--- config.mk ---
export PLATFORM = sky130hd
export DESIGN_NAME = otbn_run_tracker
export DESIGN_NICKNAME = d
export VERILOG_FILES = /design/src/rtl/otbn_run_tracker_pkg.sv /design/src/rtl/otbn_run_tracker_chan.sv /design/src/rtl/otbn_run_tracker.sv
export SDC_FILE = /design/constraint.sdc
export NUM_CORES = 1
export LEC_CHECK = 0
export BUFFER_PORTS_ARGS = -buffer_cell sky130_fd_sc_hd__buf_4
export CAP_MARGIN = 30
export CORE_MARGIN = 2
export CORE_UTILIZATION = 40
export CTS_CLUSTER_SIZE = 16
export DETAILED_ROUTE_END_ITERATION = 8
export GPL_TIMING_DRIVEN = 0
export PLACE_DENSITY_LB_ADDON = 0.1
export REMOVE_ABC_BUFFERS = 1
export SLEW_MARGIN = 25
export SYNTH_ARGS = -nofsm -noshare
export SYNTH_HDL_FRONTEND = slang
export SYNTH_HIERARCHICAL = 1
export SYNTH_SLANG_ARGS = --single-unit
--- constraint.sdc ---
create_clock -name clk_i -period 5.2 [get_ports clk_i]
set_clock_uncertainty 0.2 [all_clocks]
set_input_delay 0.78 -clock clk_i [delete_from_list [all_inputs] [get_ports clk_i]]
set_output_delay 0.78 -clock clk_i [all_outputs]
set_load 0.02 [all_outputs]
--- src/rtl/otbn_run_tracker_pkg.sv ---
`default_nettype none
// ============================================================================
// Module      : otbn_run_tracker_pkg
// Description : Shared types and helpers for the OTBN run-status tracker.
//               Holds the per-channel FSM state encoding, the result record
//               layout and the saturating counter increment used by every
//               channel.
// Revision    : 1.0 - initial release
// ============================================================================
package otbn_run_tracker_pkg;

   // Default field widths of a result record; instances may override them.
   localparam int unsigned RtErrWidthDef = 8;
   localparam int unsigned RtCntWidthDef = 32;

   // Width the saturating helper operates on. Counters up to this width are
   // zero-extended into it and truncated back afterwards.
   localparam int unsigned RtSatWidth = 64;

   typedef enum logic [0:0] {
      RtIdle = 1'b0,
      RtRun  = 1'b1
   } rt_state_e;

   typedef struct packed {
      logic [RtErrWidthDef-1:0] err;
      logic [RtCntWidthDef-1:0] cycles;
      logic                     timeout;
   } rt_result_t;

   // Returns val+1, holding at max once max has been reached.
   function automatic logic [RtSatWidth-1:0] rt_sat_inc(
      input logic [RtSatWidth-1:0] val,
      input logic [RtSatWidth-1:0] max
   );
      if (val >= max) begin
         return max;
      end
      return val + RtSatWidth'(1);
   endfunction

endpackage
`default_nettype wire

--- src/rtl/otbn_run_tracker_chan.sv ---
`default_nettype none
// ============================================================================
// Module      : otbn_run_tracker_chan
// Description : One tracker channel. A two-state FSM (idle/run) follows the
//               core's start/done pulses, a saturating counter measures the
//               run length, and a result register hands the outcome to a
//               consumer over valid/ready. Sticky flags record protocol
//               violations and overwritten results.
//               Optional watchdog: OTBN_RUN_TRACKER_WATCHDOG_EN.
// Ports       : clk_i, rst_i (sync, active high), clr_i (clear sticky flags)
//               start_i, done_i, err_bits_i      - core side
//               running_o                        - channel is in RUN
//               res_valid_o/res_ready_i          - result handshake
//               res_err_o, res_cycles_o, res_timeout_o - result record
//               proto_err_o, ovf_o               - sticky flags
// Revision    : 1.0 - initial release
// ============================================================================
module otbn_run_tracker_chan
   import otbn_run_tracker_pkg::*;
#(
   parameter int unsigned CntWidth      = 32,
   parameter int unsigned ErrWidth      = 8,
   parameter int unsigned TimeoutCycles = 1024
) (
   input  logic                clk_i,
   input  logic                rst_i,
   input  logic                clr_i,
   input  logic                start_i,
   input  logic                done_i,
   input  logic [ErrWidth-1:0] err_bits_i,
   input  logic                res_ready_i,
   output logic                running_o,
   output logic                res_valid_o,
   output logic [ErrWidth-1:0] res_err_o,
   output logic [CntWidth-1:0] res_cycles_o,
   output logic                res_timeout_o,
   output logic                proto_err_o,
   output logic                ovf_o
);

   localparam logic [CntWidth-1:0] CntMax = '1;

   rt_state_e           state_q, state_d;
   logic [CntWidth-1:0] cnt_q, cnt_d;
   logic [CntWidth-1:0] cnt_sat;
   logic                res_valid_q, res_valid_d;
   logic [ErrWidth-1:0] res_err_q, res_err_d;
   logic [CntWidth-1:0] res_cycles_q, res_cycles_d;
   logic                proto_err_q, proto_err_d;
   logic                ovf_q, ovf_d;

   logic                take_done;
   logic                wd_fire;
   logic                proto_set;
   logic                capture;

   // Counter value one cycle on; also the length of a run that ends now,
   // since cnt is 0 in the first running cycle.
   assign cnt_sat = CntWidth'(rt_sat_inc(RtSatWidth'(cnt_q), RtSatWidth'(CntMax)));

`ifdef OTBN_RUN_TRACKER_WATCHDOG_EN
   localparam logic [CntWidth:0] TimeoutVal = (CntWidth+1)'(TimeoutCycles);

   logic [CntWidth:0] cnt_plus1;
   logic              res_timeout_q, res_timeout_d;

   // Unsaturated compare; TimeoutCycles is below 2^CntWidth so the limit is
   // always reached before the counter saturates.
   assign cnt_plus1 = {1'b0, cnt_q} + {{CntWidth{1'b0}}, 1'b1};
`else
   logic unused_timeout;
   assign unused_timeout = ^TimeoutCycles;
`endif

   // ---------------------------------------------------------------------
   // FSM: state register
   // ---------------------------------------------------------------------
   always_ff @(posedge clk_i) begin
      if (rst_i) begin
         state_q <= RtIdle;
      end else begin
         state_q <= state_d;
      end
   end

   // ---------------------------------------------------------------------
   // FSM: next state. A pulse that is illegal in the current state only
   // raises proto_set; it never moves the FSM. In RUN a done pulse wins
   // over the watchdog.
   // ---------------------------------------------------------------------
   always_comb begin
      state_d   = state_q;
      take_done = 1'b0;
      wd_fire   = 1'b0;
      proto_set = 1'b0;
      unique case (state_q)
         RtIdle: begin
            if (done_i) begin
               proto_set = 1'b1;
            end
            if (start_i) begin
               state_d = RtRun;
            end
         end
         RtRun: begin
            if (start_i) begin
               proto_set = 1'b1;
            end
            if (done_i) begin
               take_done = 1'b1;
               state_d   = RtIdle;
            end
`ifdef OTBN_RUN_TRACKER_WATCHDOG_EN
            else if (cnt_plus1 == TimeoutVal) begin
               wd_fire = 1'b1;
               state_d = RtIdle;
            end
`endif
         end
         default: begin
            state_d = RtIdle;
         end
      endcase
   end

   // ---------------------------------------------------------------------
   // FSM: outputs
   // ---------------------------------------------------------------------
   always_comb begin
      running_o = (state_q == RtRun);
   end

   // ---------------------------------------------------------------------
   // Counter, result record and sticky flags
   // ---------------------------------------------------------------------
   assign capture = take_done | wd_fire;

   always_comb begin
      cnt_d        = cnt_q;
      res_valid_d  = res_valid_q;
      res_err_d    = res_err_q;
      res_cycles_d = res_cycles_q;

      if (state_q == RtIdle) begin
         if (start_i) begin
            cnt_d = '0;
         end
      end else begin
         cnt_d = cnt_sat;
      end

      if (take_done) begin
         res_err_d    = err_bits_i;
         res_cycles_d = cnt_sat;
      end else if (wd_fire) begin
         res_err_d    = '0;
         res_cycles_d = CntWidth'(TimeoutCycles);
      end

      // A capture in the accept cycle simply reloads the record.
      if (capture) begin
         res_valid_d = 1'b1;
      end else if (res_ready_i) begin
         res_valid_d = 1'b0;
      end

      // Set beats clear when both happen in the same cycle.
      ovf_d       = (ovf_q & ~clr_i) | (capture & res_valid_q & ~res_ready_i);
      proto_err_d = (proto_err_q & ~clr_i) | proto_set;
   end

`ifdef OTBN_RUN_TRACKER_WATCHDOG_EN
   always_comb begin
      res_timeout_d = res_timeout_q;
      if (take_done) begin
         res_timeout_d = 1'b0;
      end else if (wd_fire) begin
         res_timeout_d = 1'b1;
      end
   end

   always_ff @(posedge clk_i) begin
      if (rst_i) begin
         res_timeout_q <= 1'b0;
      end else begin
         res_timeout_q <= res_timeout_d;
      end
   end

   assign res_timeout_o = res_timeout_q;
`else
   assign res_timeout_o = 1'b0;
`endif

   always_ff @(posedge clk_i) begin
      if (rst_i) begin
         cnt_q        <= '0;
         res_valid_q  <= 1'b0;
         res_err_q    <= '0;
         res_cycles_q <= '0;
         proto_err_q  <= 1'b0;
         ovf_q        <= 1'b0;
      end else begin
         cnt_q        <= cnt_d;
         res_valid_q  <= res_valid_d;
         res_err_q    <= res_err_d;
         res_cycles_q <= res_cycles_d;
         proto_err_q  <= proto_err_d;
         ovf_q        <= ovf_d;
      end
   end

   assign res_valid_o  = res_valid_q;
   assign res_err_o    = res_err_q;
   assign res_cycles_o = res_cycles_q;
   assign proto_err_o  = proto_err_q;
   assign ovf_o        = ovf_q;

endmodule
`default_nettype wire

--- src/rtl/otbn_run_tracker.sv ---
`default_nettype none
// ============================================================================
// Module      : otbn_run_tracker
// Description : Run-status tracker for NumChan independent OTBN cores. Each
//               channel is an otbn_run_tracker_chan instance; clr_i is shared.
//               Packed per-channel vectors carry channel 0 in the LSBs.
//               Optional watchdog: OTBN_RUN_TRACKER_WATCHDOG_EN.
// Ports       : clk_i, rst_i (sync, active high), clr_i
//               start_i[NumChan], done_i[NumChan], err_bits_i[NumChan*ErrWidth]
//               running_o, res_valid_o, res_ready_i            [NumChan]
//               res_err_o[NumChan*ErrWidth], res_cycles_o[NumChan*CntWidth]
//               res_timeout_o, proto_err_o, ovf_o              [NumChan]
// Revision    : 1.0 - initial release
// ============================================================================
module otbn_run_tracker
   import otbn_run_tracker_pkg::*;
#(
   parameter int unsigned NumChan       = 2,
   parameter int unsigned CntWidth      = RtCntWidthDef,
   parameter int unsigned ErrWidth      = RtErrWidthDef,
   parameter int unsigned TimeoutCycles = 1024
) (
   input  logic                         clk_i,
   input  logic                         rst_i,
   input  logic [NumChan-1:0]           start_i,
   input  logic [NumChan-1:0]           done_i,
   input  logic [NumChan*ErrWidth-1:0]  err_bits_i,
   output logic [NumChan-1:0]           running_o,
   output logic [NumChan-1:0]           res_valid_o,
   input  logic [NumChan-1:0]           res_ready_i,
   output logic [NumChan*ErrWidth-1:0]  res_err_o,
   output logic [NumChan*CntWidth-1:0]  res_cycles_o,
   output logic [NumChan-1:0]           res_timeout_o,
   output logic [NumChan-1:0]           proto_err_o,
   output logic [NumChan-1:0]           ovf_o,
   input  logic                         clr_i
);

   for (genvar g = 0; g < NumChan; g++) begin : g_chan
      otbn_run_tracker_chan #(
         .CntWidth      (CntWidth),
         .ErrWidth      (ErrWidth),
         .TimeoutCycles (TimeoutCycles)
      ) u_chan (
         .clk_i         (clk_i),
         .rst_i         (rst_i),
         .clr_i         (clr_i),
         .start_i       (start_i[g]),
         .done_i        (done_i[g]),
         .err_bits_i    (err_bits_i[g*ErrWidth +: ErrWidth]),
         .res_ready_i   (res_ready_i[g]),
         .running_o     (running_o[g]),
         .res_valid_o   (res_valid_o[g]),
         .res_err_o     (res_err_o[g*ErrWidth +: ErrWidth]),
         .res_cycles_o  (res_cycles_o[g*CntWidth +: CntWidth]),
         .res_timeout_o (res_timeout_o[g]),
         .proto_err_o   (proto_err_o[g]),
         .ovf_o         (ovf_o[g])
      );
   end

endmodule
`default_nettype wire

==> flow_metrics.py <==
metrics = {
    "timing": {
        "post-route-min-period_ps": 3300,
        "drv_slew": 0,
        "rsz0062_at_grt": "false",
        "post-route-period-util": 0.634,
        "finalWorstSetupSlack_ps": 1900,
        "report.final.setup_viol": 0,
        "finalHoldViolations": 0,
        "worst_pin_slew_ps": 895,
        "tns_ps": 0,
        "max_slew_margin": 0.402,
        "max_freq_mhz": 303,
    },
    "route": {
        "drtPass1Iterations": 4,
        "drt_iter0_markers": 539,
        "route.detailed.drc": 0,
        "avgViaCountPerCell": 5.51,
        "ant_nets": 0,
        "vias": 7102,
        "routedWlPerCell_um": 16.1,
        "wirelength_um": 20800,
    },
    "logic_synthesis": {
        "yosysMostFrequentCell": "dfxtp_1",
        "synth_cells": 962,
        "synth_common_cells": "dfxtp_1, nor2_1, nand2_1",
        "synth_cell_types": 61,
        "synth_area_um2": 7950,
        "synth.ff_latch_count": 152,
        "synth-edff-count": 0,
        "netlist_top_cells_area": "dfxtp_1, a211oi_2, a21oi_1",
        "yosysTopAreaCell": "dfxtp_1",
        "seq_area_frac_synth": 0.383,
        "synth_top_area_frac": 0.383,
        "synth.avg_cell_area_um2": 8.26,
        "async_flop_share": 0,
        "yosysWarnings": 6,
        "synth-main-ff-cell": "dfxtp_1",
    },
    "clock_tree": {
        "ctsResizeCount": 0,
        "postCtsHoldBufs": 0,
        "cts_max_level": 4,
        "clkTransAtPathRegs_ps": 60,
        "cts_setup_buffers": 0,
        "clk_latency_ps": 420,
        "cts_tree": "done",
        "ctsLongestPathBuffers": 2,
        "cts_made_buffers": 17,
        "cts-root-buf": "clkbuf_16",
        "cts.sinks": 152,
    },
    "floorplan": {
        "die_w_um": 145,
        "fp.dieH_um": 145,
        "die_area_um2": 21000,
        "fp.coreArea_um2": 19500,
        "start_util": 0.408,
        "io_pins": 115,
        "fp-row-count": 51,
    },
    "pwr": {
        "vdd_drop_max_uv": 221,
        "power_w": 0.00268,
        "power.leakage_nw": 3.31,
        "power_density_nw_per_um2": 284,
    },
    "flow_run": {
        "cap_violations": 0,
    },
    "cells_and_area": {
        "final_area_um2": 9440,
        "fillCellCount": 1916,
        "syn_to_final_growth_pct": 18.9,
        "fin_nets": 1043,
        "antennaDiodeCount": 0,
        "drive_gt1_frac": 0.226,
        "final_core_utilization": 0.485,
    },
    "place": {
        "place_area_um2": 8920,
        "port_buffers": 112,
        "pre_cts_slack_ps": 2000,
        "dp_hpwl_um": 13700,
        "gp_congestion": 0.829,
    },
    "critical_path": {
        "start_kind": "flip-flop",
        "cp.required_ps": 5340,
        "path_max_fanout": 16,
        "end_kind": "flip-flop",
        "reg2reg_slack_ps": 1900,
        "critPathKind": "reg2reg",
        "arrival_ps": 3440,
    },
    "grt": {
        "globalRouteOverflowTotal": 0,
        "antenna_found_initial": 0,
        "grt_max_degree": 79,
        "grt_pass1_vias": 6407,
        "track_usage": 0.195,
        "grt_pass1_wl_um": 34100,
    },
    "status": {
        "status": "finished, final reports clean",
    },
    "min_path": {
        "hold_path.class": "reg2reg",
    },
}
-- flip-flops by register name (all words and copies together) (netlist names) --
name / flops
g_chan.u_chan/res_err_o: 16
g_chan.u_chan/res_cycles_o: 64
g_chan.u_chan/res_valid_o: 2
g_chan.u_chan/running_o: 2
g_chan.u_chan/ovf_o: 2
g_chan.u_chan/proto_err_o: 2
g_chan.u_chan/cnt_q: 64
-- cell usage in the layout, fill, tap and decap left out, types with 12 or more instances in the layout --
cell and count:
nand3_1 38, a21oi_1 82, a31oi_1 18, xor2_1 16, and4_1 12, dfxtp_1 150, and3_1 18, buf_4 111
nand2_1 96, nor3_1 32, o21ai_1 40, xnor2_1 22, nand4_1 16, a211oi_2 40, clkbuf_16 17, o21ai_0 30
nor2_1 102
-- metal layers --
metal  vias to the layer above  GRT usage  routed length [um]
met5                         -          0                   0
met4                         0     0.0455                 106
met3                         9     0.0421                 897
met2                       156      0.279                8790
met1                      3375      0.296               11000
li1                       3562          -                   -
-- critical path, stage by stage, from the launching register on --
cell and delay [ps]:
dfxtp_1 420, ha_1 290, and3_1 450, nand4_4 360, nor3_4 800, nor2_4 210
buf_16 240, a211oi_1 220
-- through the flow --
stage / hold slack [ps] / cells
floorplan: 263 / 876
global placement: 239 / 1253
detailed placement: 247 / 1261
CTS: 256 / 1287
global route: 267 / 1288
finish: 251 / 1288
-- logic make-up after synthesis --
logic type / count (synthesis) / share of synthesized area
AND/OR/NAND/NOR: 396 / 0.269
AO/OA/AOI/OAI: 266 / 0.233
flip-flops: 152 / 0.383
buffers and inverters: 98 / 0.0583
XOR/XNOR: 38 / 0.0419
multiplexers: 8 / 0.0107
adder cells (fa/ha/maj): 2 / 0.00315
other: 2 / 0.000945
-- power by group --
part | internal, W | leakage, nW | switching, W | total [W]
clock | 0.000665 | 0.252 | 0.000470 | 0.00114
combinational | 0.000124 | 1.83 | 0.000186 | 0.000310
sequential | 0.00120 | 1.24 | 0.0000294 | 0.00123
total | 0.00199 | 3.31 | 0.000686 | 0.00268
-- final cells by class --
class / instances / area [um^2] / share of cell area
clock buffer: 21 / 460 / 0.0488
clock inverter: 5 / 52.6 / 0.00556
inverter: 12 / 45.0 / 0.00477
multi-input combinational: 712 / 4460 / 0.472
sequential: 152 / 3050 / 0.322
tap: 265 / 332 / 0.0351
timing repair buffer: 121 / 1050 / 0.111
-- path summary, 6_finish.rpt --
check / from / to / depth (start not counted)
worst max-delay path: g_chan[1].u_chan/cnt_q[0] / g_chan[1].u_chan/res_cycles_o[3] / 7
worst min-delay path: g_chan[1].u_chan/res_cycles_o[20] / g_chan[1].u_chan/res_cycles_o[20] / 2
worst max register to register: g_chan[1].u_chan/cnt_q[0] / g_chan[1].u_chan/res_cycles_o[3] / 7
worst min register to register: g_chan[1].u_chan/res_cycles_o[20] / g_chan[1].u_chan/res_cycles_o[20] / 2
No activity file was read; power rests on OpenSTA's default activity.
